File: src/rtl/spram_pkg.sv
// rtl/spram_pkg.sv - shared types and default widths for the SPRAM arbiter
package spram_pkg;

  localparam int ADDR_W_DEF = 14;
  localparam int DATA_W_DEF = 16;

  // The state names the SPRAM access driven during the current cycle
  typedef enum logic [1:0] {
    IDLE  = 2'd0,
    READ  = 2'd1,
    WRITE = 2'd2
  } arb_state_t;

endpackage

File: src/rtl/spram_arbiter_if.sv
// rtl/spram_arbiter_if.sv - client and SPRAM-side signal bundle of the arbiter
interface spram_arbiter_if
  import spram_pkg::*;
#(
  parameter int ADDR_W     = ADDR_W_DEF,
  parameter int DATA_W     = DATA_W_DEF,
  parameter int FIFO_DEPTH = 4
) ();

  localparam int CNT_W = $clog2(FIFO_DEPTH) + 1;

  logic              wrReq;
  logic [ADDR_W-1:0] wrAddr;
  logic [DATA_W-1:0] wrData;
  logic              wrReady;
  logic              rdReq;
  logic [ADDR_W-1:0] rdAddr;
  logic              rdAck;
  logic              rdValid;
  logic [DATA_W-1:0] rdData;
  logic [ADDR_W-1:0] ramAddr;
  logic [DATA_W-1:0] ramWrData;
  logic              ramWe;
  logic              ramCe;
  logic [DATA_W-1:0] ramRdData;
  logic [CNT_W-1:0]  fifoCount;
  logic              overflow;

  modport slave (
    input  wrReq, wrAddr, wrData, rdReq, rdAddr, ramRdData,
    output wrReady, rdAck, rdValid, rdData, ramAddr, ramWrData, ramWe, ramCe,
           fifoCount, overflow
  );

  modport master (
    output wrReq, wrAddr, wrData, rdReq, rdAddr, ramRdData,
    input  wrReady, rdAck, rdValid, rdData, ramAddr, ramWrData, ramWe, ramCe,
           fifoCount, overflow
  );

endinterface

File: src/rtl/sync_fifo.sv
// rtl/sync_fifo.sv - single-clock FIFO; head word is visible on dout without a pop
module sync_fifo
  import spram_pkg::*;
#(
  parameter int WIDTH = ADDR_W_DEF + DATA_W_DEF,
  parameter int DEPTH = 4
) (
  input  logic                   clk,
  input  logic                   rst,
  input  logic                   push,
  input  logic                   pop,
  input  logic [WIDTH-1:0]       din,
  output logic [WIDTH-1:0]       dout,
  output logic [$clog2(DEPTH):0] count,
  output logic                   full,
  output logic                   empty
);

  localparam int PTR_W = $clog2(DEPTH);
  localparam int CNT_W = PTR_W + 1;

  logic [WIDTH-1:0] mem [DEPTH];
  logic [PTR_W-1:0] wr_ptr;
  logic [PTR_W-1:0] rd_ptr;
  logic [CNT_W-1:0] count_q;
  logic             do_push;
  logic             do_pop;

  assign full    = (count_q == CNT_W'(DEPTH));
  assign empty   = (count_q == '0);
  assign do_push = push && !full;
  assign do_pop  = pop && !empty;
  assign dout    = mem[rd_ptr];
  assign count   = count_q;

  // Power-of-two depth lets the pointers wrap by plain overflow
  always_ff @(posedge clk or posedge rst) begin
    if (rst) begin
      wr_ptr  <= '0;
      rd_ptr  <= '0;
      count_q <= '0;
    end else begin
      if (do_push) wr_ptr <= wr_ptr + PTR_W'(1);
      if (do_pop)  rd_ptr <= rd_ptr + PTR_W'(1);
      count_q <= count_q + CNT_W'(do_push) - CNT_W'(do_pop);
    end
  end

  always_ff @(posedge clk) begin
    if (do_push) mem[wr_ptr] <= din;
  end

endmodule

File: src/rtl/spram_arbiter.sv
// rtl/spram_arbiter.sv - shares one SPRAM between buffered writes and level-requested reads
// Reads win until a buffered write has waited MAX_STALL read cycles, then one write is forced.
module spram_arbiter
  import spram_pkg::*;
#(
  parameter int ADDR_W     = ADDR_W_DEF,
  parameter int DATA_W     = DATA_W_DEF,
  parameter int FIFO_DEPTH = 4,
  parameter int MAX_STALL  = 8
) (
  input  logic             mainClk,
  input  logic             reset,
  spram_arbiter_if.slave   bus
);

  localparam int CNT_W   = $clog2(FIFO_DEPTH) + 1;
  localparam int STALL_W = $clog2(MAX_STALL + 1);
  localparam int ENTRY_W = ADDR_W + DATA_W;
  localparam logic [STALL_W-1:0] STALL_MAX = STALL_W'(MAX_STALL);

  arb_state_t         state;
  arb_state_t         next_state;
  logic [STALL_W-1:0] stall_cnt;
  logic [STALL_W-1:0] stall_next;
  logic               ram_ce;
  logic               ram_we;
  logic               rd_ack;
  logic               rd_valid;
  logic               overflow_q;
  logic [ADDR_W-1:0]  rd_addr_q;

  logic [ENTRY_W-1:0] head;
  logic [CNT_W-1:0]   count;
  logic [CNT_W-1:0]   next_count;
  logic               full;
  logic               empty;
  logic               do_push;
  logic               do_pop;

  assign do_push    = bus.wrReq && !full;
  assign do_pop     = (state == WRITE) && !empty;
  assign next_count = count + CNT_W'(do_push) - CNT_W'(do_pop);

  sync_fifo #(
    .WIDTH (ENTRY_W),
    .DEPTH (FIFO_DEPTH)
  ) u_fifo (
    .clk   (mainClk),
    .rst   (reset),
    .push  (bus.wrReq),
    .pop   (do_pop),
    .din   ({bus.wrAddr, bus.wrData}),
    .dout  (head),
    .count (count),
    .full  (full),
    .empty (empty)
  );

  // Stall count as it will stand after this cycle; the grant decision uses it
  always_comb begin
    stall_next = stall_cnt;
    if (state == WRITE || empty) begin
      stall_next = '0;
    end else if (state == READ && stall_cnt < STALL_MAX) begin
      stall_next = stall_cnt + STALL_W'(1);
    end
  end

  // A write pushed this cycle becomes eligible for the next cycle only
  always_comb begin
    next_state = IDLE;
    if (bus.rdReq && stall_next < STALL_MAX) begin
      next_state = READ;
    end else if (next_count != '0) begin
      next_state = WRITE;
    end else if (bus.rdReq) begin
      next_state = READ;
    end
  end

  always_ff @(posedge mainClk or posedge reset) begin
    if (reset) begin
      state      <= IDLE;
      stall_cnt  <= '0;
      ram_ce     <= 1'b0;
      ram_we     <= 1'b0;
      rd_ack     <= 1'b0;
      rd_valid   <= 1'b0;
      overflow_q <= 1'b0;
      rd_addr_q  <= '0;
    end else begin
      state     <= next_state;
      stall_cnt <= stall_next;
      ram_ce    <= (next_state != IDLE);
      ram_we    <= (next_state == WRITE);
      rd_ack    <= (next_state == READ);
      rd_valid  <= rd_ack;
      if (next_state == READ) rd_addr_q <= bus.rdAddr;
      if (bus.wrReq && full) overflow_q <= 1'b1;
    end
  end

  assign bus.ramCe     = ram_ce;
  assign bus.ramWe     = ram_we;
  assign bus.ramAddr   = (state == WRITE) ? head[ENTRY_W-1:DATA_W] : rd_addr_q;
  assign bus.ramWrData = head[DATA_W-1:0];
  assign bus.rdAck     = rd_ack;
  assign bus.rdValid   = rd_valid;
  // SPRAM output is already registered; present it only in the valid cycle
  assign bus.rdData    = rd_valid ? bus.ramRdData : '0;
  assign bus.wrReady   = !full;
  assign bus.fifoCount = count;
  assign bus.overflow  = overflow_q;

endmodule

File: src/flat_wrapper.sv
// flat-port wrapper written by rule: the top's interface ports become plain ports
module spram_arbiter_flat import spram_pkg::*;
#(
  parameter int ADDR_W     = ADDR_W_DEF,
  parameter int DATA_W     = DATA_W_DEF,
  parameter int FIFO_DEPTH = 4,
  parameter int MAX_STALL  = 8
)
  (mainClk, reset, bus_wrReq, bus_wrAddr, bus_wrData, bus_rdReq, bus_rdAddr, bus_ramRdData, bus_wrReady, bus_rdAck, bus_rdValid, bus_rdData, bus_ramAddr, bus_ramWrData, bus_ramWe, bus_ramCe, bus_fifoCount, bus_overflow);
  spram_arbiter_if #(.ADDR_W(ADDR_W), .DATA_W(DATA_W), .FIFO_DEPTH(FIFO_DEPTH)) bus_i ();
  input  logic mainClk;
  input  logic reset;
  input wire logic [$bits(bus_i.wrReq)-1:0] bus_wrReq;
  input wire logic [$bits(bus_i.wrAddr)-1:0] bus_wrAddr;
  input wire logic [$bits(bus_i.wrData)-1:0] bus_wrData;
  input wire logic [$bits(bus_i.rdReq)-1:0] bus_rdReq;
  input wire logic [$bits(bus_i.rdAddr)-1:0] bus_rdAddr;
  input wire logic [$bits(bus_i.ramRdData)-1:0] bus_ramRdData;
  output wire logic [$bits(bus_i.wrReady)-1:0] bus_wrReady;
  output wire logic [$bits(bus_i.rdAck)-1:0] bus_rdAck;
  output wire logic [$bits(bus_i.rdValid)-1:0] bus_rdValid;
  output wire logic [$bits(bus_i.rdData)-1:0] bus_rdData;
  output wire logic [$bits(bus_i.ramAddr)-1:0] bus_ramAddr;
  output wire logic [$bits(bus_i.ramWrData)-1:0] bus_ramWrData;
  output wire logic [$bits(bus_i.ramWe)-1:0] bus_ramWe;
  output wire logic [$bits(bus_i.ramCe)-1:0] bus_ramCe;
  output wire logic [$bits(bus_i.fifoCount)-1:0] bus_fifoCount;
  output wire logic [$bits(bus_i.overflow)-1:0] bus_overflow;
  assign bus_i.wrReq = bus_wrReq;
  assign bus_i.wrAddr = bus_wrAddr;
  assign bus_i.wrData = bus_wrData;
  assign bus_i.rdReq = bus_rdReq;
  assign bus_i.rdAddr = bus_rdAddr;
  assign bus_i.ramRdData = bus_ramRdData;
  assign bus_wrReady = bus_i.wrReady;
  assign bus_rdAck = bus_i.rdAck;
  assign bus_rdValid = bus_i.rdValid;
  assign bus_rdData = bus_i.rdData;
  assign bus_ramAddr = bus_i.ramAddr;
  assign bus_ramWrData = bus_i.ramWrData;
  assign bus_ramWe = bus_i.ramWe;
  assign bus_ramCe = bus_i.ramCe;
  assign bus_fifoCount = bus_i.fifoCount;
  assign bus_overflow = bus_i.overflow;
  spram_arbiter #(.ADDR_W(ADDR_W), .DATA_W(DATA_W), .FIFO_DEPTH(FIFO_DEPTH), .MAX_STALL(MAX_STALL)) u_core (.mainClk(mainClk), .reset(reset), .bus(bus_i));
endmodule
File: config.mk
export PLATFORM = sky130hd
export DESIGN_NAME = spram_arbiter_flat
export DESIGN_NICKNAME = d
export VERILOG_FILES = /design/src/rtl/spram_pkg.sv /design/src/rtl/spram_arbiter_if.sv /design/src/rtl/sync_fifo.sv /design/src/rtl/spram_arbiter.sv /design/src/flat_wrapper.sv
export SDC_FILE = /design/constraint.sdc
export NUM_CORES = 1
export LEC_CHECK = 0
export CORE_MARGIN = 10
export CORE_UTILIZATION = 51
export DETAILED_ROUTE_END_ITERATION = 16
export PLACE_DENSITY = 0.79
export SLEW_MARGIN = 40
export SYNTH_ARGS = -nofsm -noshare
export SYNTH_HDL_FRONTEND = slang
export SYNTH_SLANG_ARGS = --single-unit
File: constraint.sdc
create_clock -name mainClk -period 3 [get_ports mainClk]
set_input_delay 0.75 -clock mainClk [delete_from_list [all_inputs] [get_ports mainClk]]
set_output_delay 0.75 -clock mainClk [all_outputs]
set_load 0.05 [all_outputs]
==> results.tsv, run 1 <==
stage	metric	value	unit
status	outcome	finished clean	
synth	synth.distinct_cells	34	
power_and_ir_drop	p_comb_frac	0.411	
clock_network	cts_tree	built	
die	std_cell_rows	39	
timing	grt_setup_unrepaired	false	
timing	finalSetupViolCount	0	
run	maxCapViolations	0	
synth	synth_area	6010	µm²
power_and_ir_drop	vdd_ir_drop_max	0.949	mV
timing	period_minus_slack	2.89	ns
synth	synth_fp_nets	365	
synth	seq_area_frac_synth	0.733	
grt	gr-usage-all-layers	0.158	
final_layout	multi_input_comb_area	1520	µm²
grt	grt_pass1_wl	19.8	mm
clock_network	cts_buffer_depth	2	
worst_setup_path	critical_path_class	in2reg	
worst_setup_path	cp.arrival	3.18	ns
place	dp.cells	557	
power_and_ir_drop	p_clk_frac	0.249	
worst_setup_path	slowest_stage	clkdlybuf4s50_1	
die	start_util	0.524	
hold_path	min-delay-path-class	reg2reg	
die	die_area	16500	µm²
synth	ys_ff_latch	152	
power_and_ir_drop	total_power	8.57	mW
grt	gr-total-overflow	0	
timing	finalHoldViolations	0	
detailed_routing	via_per_inst	5.40	
timing	finClkSkew	0.0104	ns
die	io_pins	119	
place	place_ws	-0.322	ns
power_and_ir_drop	p_leak	3.07	nW
detailed_routing	drc	0	
worst_setup_path	cp_max_fo	16	
timing	maxSlewViolCount	0	
timing	hold-worst-slack	0.386	ns
final_layout	fillers	695	
power_and_ir_drop	netSwitchingPower	2.87	mW
grt	grt_pass1_vias	3535	
timing	max_freq	0.346	GHz
grt	antenna_found_initial	1	
timing	slew_headroom	0.646	
place	place_area	7630	µm²
detailed_routing	first_iter_violations	165	
timing	worstMarginPinSlew	0.529	ns
final_layout	drive_gt1_frac	0.357	
place	io_buffers	118	
synth	synth_area_per_cell	20.6	µm²
worst_setup_path	startpoint_type	input pin	
detailed_routing	wl_per_cell	21.2	µm
synth	syn_inst	292	
final_layout	postLayoutCellArea	8230	µm²
power_and_ir_drop	p_int	5.70	mW
timing	fin_crit_sh	0.963	
timing	worst_slack	0.112	ns
worst_setup_path	cp_common_cell	ha_1	
synth	synth_largest_area_cell	edfxtp_1	
final_layout	regArea	4410	µm²
final_layout	synthToLayoutAreaGrowth	36.9	%
clock_network	clkLatencyLatePin	0.42	ns
final_layout	layout.nets	506	
worst_setup_path	required	3.30	ns
power_and_ir_drop	swShare	0.334	
grt	grt_max_degree	33	
power_and_ir_drop	seqPwrFrac	0.339	
detailed_routing	vias	3185	
place	gp_congestion	0.772	
die	design.core.area	11500	µm²
detailed_routing	dr.pass1.iters	4	
clock_network	cts.sinks	152	
synth	synth_top_area_frac	0.599	
clock_network	h-tree-depth	4	
clock_network	clk_pin_slew_worst_paths	0.06	ns
clock_network	cts-root-buf	clkbuf_16	
synth	synth_warnings	0	
worst_setup_path	endpoint_kind	flip-flop	
die	die_w	129	µm
detailed_routing	routed_wl	12.5	mm
die	fp.dieH	129	µm
final_layout	finalNonFillerCells	590	
detailed_routing	final_antenna_net_count	0	
worst_setup_path	max_stage_delay	0.43	ns
clock_network	cts_inserted_buffers	17	
place	dpl.hpwl	8.45	mm
worst_setup_path	crit_chain	clkdlybuf4s50_1, and2_4, ha_1, ha_1, inv_1, ha_1, xor3_1, nor3_2, o31ai_4, buf_12, mux2_2	
power_and_ir_drop	powerDensity	1040	nW/µm²
synth	synth_area_leaders	edfxtp_1 60%, dfrtp_1 13%, mux4_2 11%, mux2_2 3.7%, mux2_4 2.0%	
[layout make-up]
class / count / area share
clock inverter: 11 / 0.0187
clock buffer: 21 / 0.0535
sequential: 152 / 0.536
antenna: 1 / 0.000304
timing repair buffer: 134 / 0.181
inverter: 9 / 0.00411
tap: 143 / 0.0217
multi-input combinational: 119 / 0.185
[critical path, delay by kind of cell]
family	cells	cell delay (ns)
compound gates	1	0.25
xor+xnor	1	0.23
fa+ha+maj	3	0.68
buf+inv	3	0.68
mux	1	0.34
simple gates	2	0.24
[layout by cell type, fill, tap and decap left out, types with 3 or more instances in the layout]
cell type / count
nor2_1: 6
clkbuf_1: 4
xnor2_1: 3
clkdlybuf4s50_1: 72
mux4_2: 30
ha_1: 9
mux2_2: 20
and2_1: 16
and3_2: 4
inv_1: 9
dfrtp_2: 4
edfxtp_1: 120
clkbuf_16: 17
buf_12: 24
buf_4: 37
dfrtp_1: 28
mux2_4: 8
bufinv_16: 4
clkinv_1: 4
[through the flow]
stage                     utilization  setup TNS [ns]
after global routing            0.717               0
final                           0.718               0
after CTS                       0.717               0
after floorplan                     -               0
after detailed placement        0.665           -4.06
after global placement          0.665           -2.77
[cells by family (layout without fill, tap and decap cells)]
| logic type | count (synthesis) | after routing | synth area share |
|---|---|---|---|
| adders and majority gates | 9 | 9 | 0.0187 |
| other | 0 | 1 | 0 |
| muxes | 59 | 59 | 0.171 |
| xor gates and xnor gates | 6 | 6 | 0.0112 |
| DFF | 152 | 152 | 0.733 |
| buffers and inverters | 21 | 175 | 0.0183 |
| and+or+nand+nor | 40 | 40 | 0.0398 |
| AOI/OAI and AO/OA | 5 | 5 | 0.00791 |
[synthesized netlist by cell type, drive strengths merged]
cell / n
a21oi: 1
nor3b: 1
xor2: 2
mux2: 28
buf: 9
o31ai: 1
ha: 9
nand2b: 1
edfxtp: 120
mux2i: 1
inv: 9
mux4: 30
nand3: 1
and3: 4
and4b: 1
or2: 1
o21ai: 1
nor2: 7
nand2: 3
xor3: 1
a31o: 1
o21a: 1
xnor2: 3
nor3: 2
and2: 17
dfrtp: 32
nor2b: 2
clkbuf: 3
[metal layers]
layer	wire, µm	global-route usage	up-vias
met2	6170	0.248	124
met1	4970	0.185	1624
li1	-	-	1427
met5	0	0	-
met3	1250	0.0760	10
met4	131	0.0616	0
[path summary, 6_finish.rpt]
path	startpoint	end	slack, ns	cells after the start
worst min-delay path	u_core.bus.rdAck	u_core.bus.rdValid	0.39	0
max in group asynchronous	reset	u_core.u_fifo.rd_ptr[0]	1.92	3
worst min register to register	u_core.bus.rdAck	u_core.bus.rdValid	0.39	0
worst max-delay path	bus_wrReq	u_core.rd_addr_q[9]	0.11	11
min in group asynchronous	reset	u_core.rd_addr_q[4]	0.75	3
worst max register to register	u_core.u_fifo.count[1]	u_core.rd_addr_q[9]	0.24	12
[power groups by stage]
stage,sequential [mW],clock (mW),combinational (mW)
after floorplan,3.04,0,2.03
after global placement,2.91,0,3.51
after detailed placement,2.94,0,3.56
after CTS,2.91,2.18,3.58
after global routing,2.95,2.26,3.73
final,2.91,2.14,3.52
[repair_timing]
item,CTS,global route
setup buffers,0,0
hold buffers,0,0
setup endpoints to repair,0,3
gates resized for setup,0,1
[sequential cells by signal, indices dropped and copies added, names as in the netlist]
| name | cells |
|---|---|
| u_core.bus.overflow | 1 |
| u_core.bus.ramCe | 1 |
| u_core.bus.ramWe | 1 |
| u_core.bus.rdAck | 1 |
| u_core.bus.rdValid | 1 |
| u_core.rd_addr_q | 14 |
| u_core.stall_cnt | 4 |
| u_core.state | 2 |
| u_core.u_fifo.count | 3 |
| u_core.u_fifo.mem | 120 |
| u_core.u_fifo.rd_ptr | 2 |
| u_core.u_fifo.wr_ptr | 2 |
No activity file was read; power rests on OpenSTA's default activity.
==> inputs of run 2 (changes only) <==
--- a/config.mk
+++ b/config.mk
@@ -6,10 +6,12 @@
 export NUM_CORES = 1
 export LEC_CHECK = 0
 export CORE_MARGIN = 10
-export CORE_UTILIZATION = 51
+export CORE_UTILIZATION = 52
+export CTS_CLUSTER_SIZE = 28
 export DETAILED_ROUTE_END_ITERATION = 16
-export PLACE_DENSITY = 0.79
+export PLACE_DENSITY = 0.8
 export SLEW_MARGIN = 40
 export SYNTH_ARGS = -nofsm -noshare
 export SYNTH_HDL_FRONTEND = slang
+export SYNTH_HIERARCHICAL = 1
 export SYNTH_SLANG_ARGS = --single-unit
==> run 2 against run 1 <==
Via count up 5.7%. First-iteration DRC count is 16% higher. Register-to-register slack got worse by 0.06 ns. Clock power fell by 10%. Combinational power increased by 29%. Cell area rose by 3.1%. Sequential share of layout area down 1.6 points. Largest cell class unchanged.
==> results.tsv, run 2 <==
stage	metric	value	unit
status	outcome	finished clean	
final_layout	largest_register_ffs	120	
timing	finalSetupViolCount	0	
die	die_w	130	µm
synth	synthMuxAreaShare	0.165	
synth	synth_compound_area_frac	0.0203	
final_layout	final_common_cell	edfxtp_1	
worst_setup_path	required	3.30	ns
final_layout	finalNonFillerCells	621	
worst_setup_path	startpoint_type	input pin	
power_and_ir_drop	vdd_ir_drop_max	0.737	mV
final_layout	regMostFlops	u_core/u_fifo/mem	
worst_setup_path	crit_chain	clkdlybuf4s50_1, nand2_1, ha_1, inv_1, ha_1, fa_2, xnor3_1, nor3_4, a22oi_4, buf_12, mux2_2	
clock_network	cts.sinks	152	
synth	synth_largest_area_cell	edfxtp_1	
clock_network	clk_pin_slew_worst_paths	0.06	ns
die	io_pins	119	
timing	maxSlewViolCount	0	
clock_network	cts_tree	built	
die	start_util	0.527	
run	maxCapViolations	0	
synth	ys.flop_type	edfxtp_1	
synth	syn_inst	318	
timing	finClkSkew	0.00404	ns
place	place_area	7940	µm²
final_layout	synthToLayoutAreaGrowth	34.6	%
grt	grt_max_degree	31	
timing	fin_crit_sh	0.960	
worst_setup_path	critPathBufInv	3	
detailed_routing	vias	3365	
synth	synth_xor_area_frac	0.00913	
final_layout	postLayoutCellArea	8490	µm²
final_layout	drive_gt1_frac	0.351	
die	fp.dieH	130	µm
synth	synth_top_area_frac	0.572	
detailed_routing	wl_per_cell	21.1	µm
synth	synth_area	6300	µm²
synth	netlist_top_cells_count	120 x edfxtp_1, 32 x dfrtp_1, 28 x mux4_2	
detailed_routing	routed_wl	13.1	mm
hold_path	min-delay-path-class	reg2reg	
clock_network	clkLatencyLatePin	0.41	ns
power_and_ir_drop	powerDensity	1120	nW/µm²
final_layout	mostFrequentLayoutCells	120 x edfxtp_1, 72 x clkdlybuf4s50_1, 32 x buf_4, 30 x buf_12	
place	io_buffers	118	
grt	gr-total-overflow	0	
worst_setup_path	cp_common_cell	ha_1	
worst_setup_path	cp.arrival	3.18	ns
synth	synthSimpleGateAreaFrac	0.0526	
synth	synth_top_family_by_area	multiplexers	
power_and_ir_drop	p_leak	3.18	nW
detailed_routing	drc	0	
grt	grt_pass1_vias	3665	
synth	ys_ff_latch	152	
place	place_ws	-0.284	ns
detailed_routing	first_iter_violations	192	
clock_network	cts_buffer_depth	2	
worst_setup_path	critical_path_class	in2reg	
clock_network	cts_inserted_buffers	17	
clock_network	cts-root-buf	clkbuf_16	
synth	synth-async-reset-ratio	0.211	
place	gp_congestion	0.884	
synth	synth_area_leaders	edfxtp_1 57%, dfrtp_1 13%, mux4_2 10%, mux2_2 3.6%, mux2_4 1.9%	
die	die_area	16900	µm²
grt	grt_pass1_wl	20.7	mm
worst_setup_path	endpoint_kind	flip-flop	
power_and_ir_drop	total_power	9.52	mW
synth	synth_warnings	6	
timing	period_minus_slack	2.88	ns
synth	synth_area_per_cell	19.8	µm²
synth	seq_area_frac_synth	0.699	
worst_setup_path	max_stage_delay	0.47	ns
grt	antenna_found_initial	1	
clock_network	postCtsSetupBuffers	0	
synth	synth.distinct_cells	40	
timing	hold-worst-slack	0.375	ns
place	dpl.hpwl	8.97	mm
worst_setup_path	cp_max_fo	16	
die	std_cell_rows	40	
die	design.core.area	12000	µm²
timing	worst_slack	0.121	ns
final_layout	reg_top3	u_core/u_fifo/mem x120, u_core/rd_addr_q x14, u_core/stall_cnt x4	
grt	gr-usage-all-layers	0.165	
timing	worstMarginPinSlew	0.517	ns
synth	synth_fp_nets	393	
place	dp.cells	588	
timing	slew_headroom	0.655	
timing	grt_setup_unrepaired	false	
detailed_routing	final_antenna_net_count	0	
clock_network	h-tree-depth	4	
detailed_routing	via_per_inst	5.42	
final_layout	layout.nets	535	
worst_setup_path	crit_family	adder cells	
detailed_routing	dr.pass1.iters	5	
timing	finalHoldViolations	0	
synth	synth.most_common_cell	edfxtp_1	
worst_setup_path	slowest_stage	clkdlybuf4s50_1	
synth	synth-adder-area-share	0.0242	
synth	synth-edff-count	120	
timing	max_freq	0.347	GHz
clock_network	cts_hold_buf	0	
==> run 2: cell types whose count changed after synthesis, sizes merged, moves of 4 or more <==
cell,change
and3b,+4
inv,+8
nand2b,+5
a21oi,+5
and3,-4
==> run 2: metal layers <==
metal  track usage  wire length, µm  vias to the layer above
li1              -                -                     1527
met1         0.206             5530                     1694
met2         0.246             6100                      127
met3        0.0702             1240                       17
met4        0.0708              225                        0
met5             0                0                        -
==> run 2: path summary, 6_finish.rpt <==
kind                            slack (ns)                       to              startpoint  cells after the start
max in group asynchronous             1.89      u_core/rd_addr_q[6]                   reset                      2
worst min register to register        0.37       u_core/bus.rdValid        u_core/bus.rdAck                      0
worst max-delay path                  0.12      u_core/rd_addr_q[2]               bus_wrReq                     11
worst max register to register        0.18      u_core/rd_addr_q[2]  u_core/u_fifo/count[0]                     11
worst min-delay path                  0.37       u_core/bus.rdValid        u_core/bus.rdAck                      0
min in group asynchronous             0.66  u_core/u_fifo/rd_ptr[1]                   reset                      2
==> run 2: metrics by stage <==
stage | TNS, ns | utilization
global route | 0 | 0.709
finish | 0 | 0.709
floorplan | -2.94 | -
CTS | 0 | 0.709
detailed placement | -3.63 | 0.664
global placement | -3.16 | 0.664
==> run 2: cell type report <==
type,count,area [µm²]
clock inverter,13,108
timing repair buffer,134,1560
clock buffer,19,433
inverter,17,67.6
fill,749,3480
sequential,152,4410
antenna,1,2.50
tap,147,184
multi-input combinational,138,1720
==> run 2: what timing repair did <==
action | in CTS | in global routing
endpoints found under the hold margin | 0 | 0
resized for setup | 0 | 1
setup endpoints to repair | 0 | 14
==> run 2: cell families (layout without fill, tap and decap cells) <==
kind of cell,count (synthesis),in the layout
DFF,152,152
AOI/OAI and AO/OA,15,15
muxes,59,59
other,0,1
xor gates and xnor gates,5,5
adders and majority gates,11,11
and+or+nand+nor,48,48
buffers and inverters,28,183
==> run 2: report_power, final <==
part           leakage (nW)  total [mW]  internal (mW)  switching (mW)
clock network         0.260        1.92           1.13           0.788
logic                  1.45        4.55           2.03            2.52
registers              1.47        3.05           2.81           0.242
total                  3.18        9.52           5.97            3.55
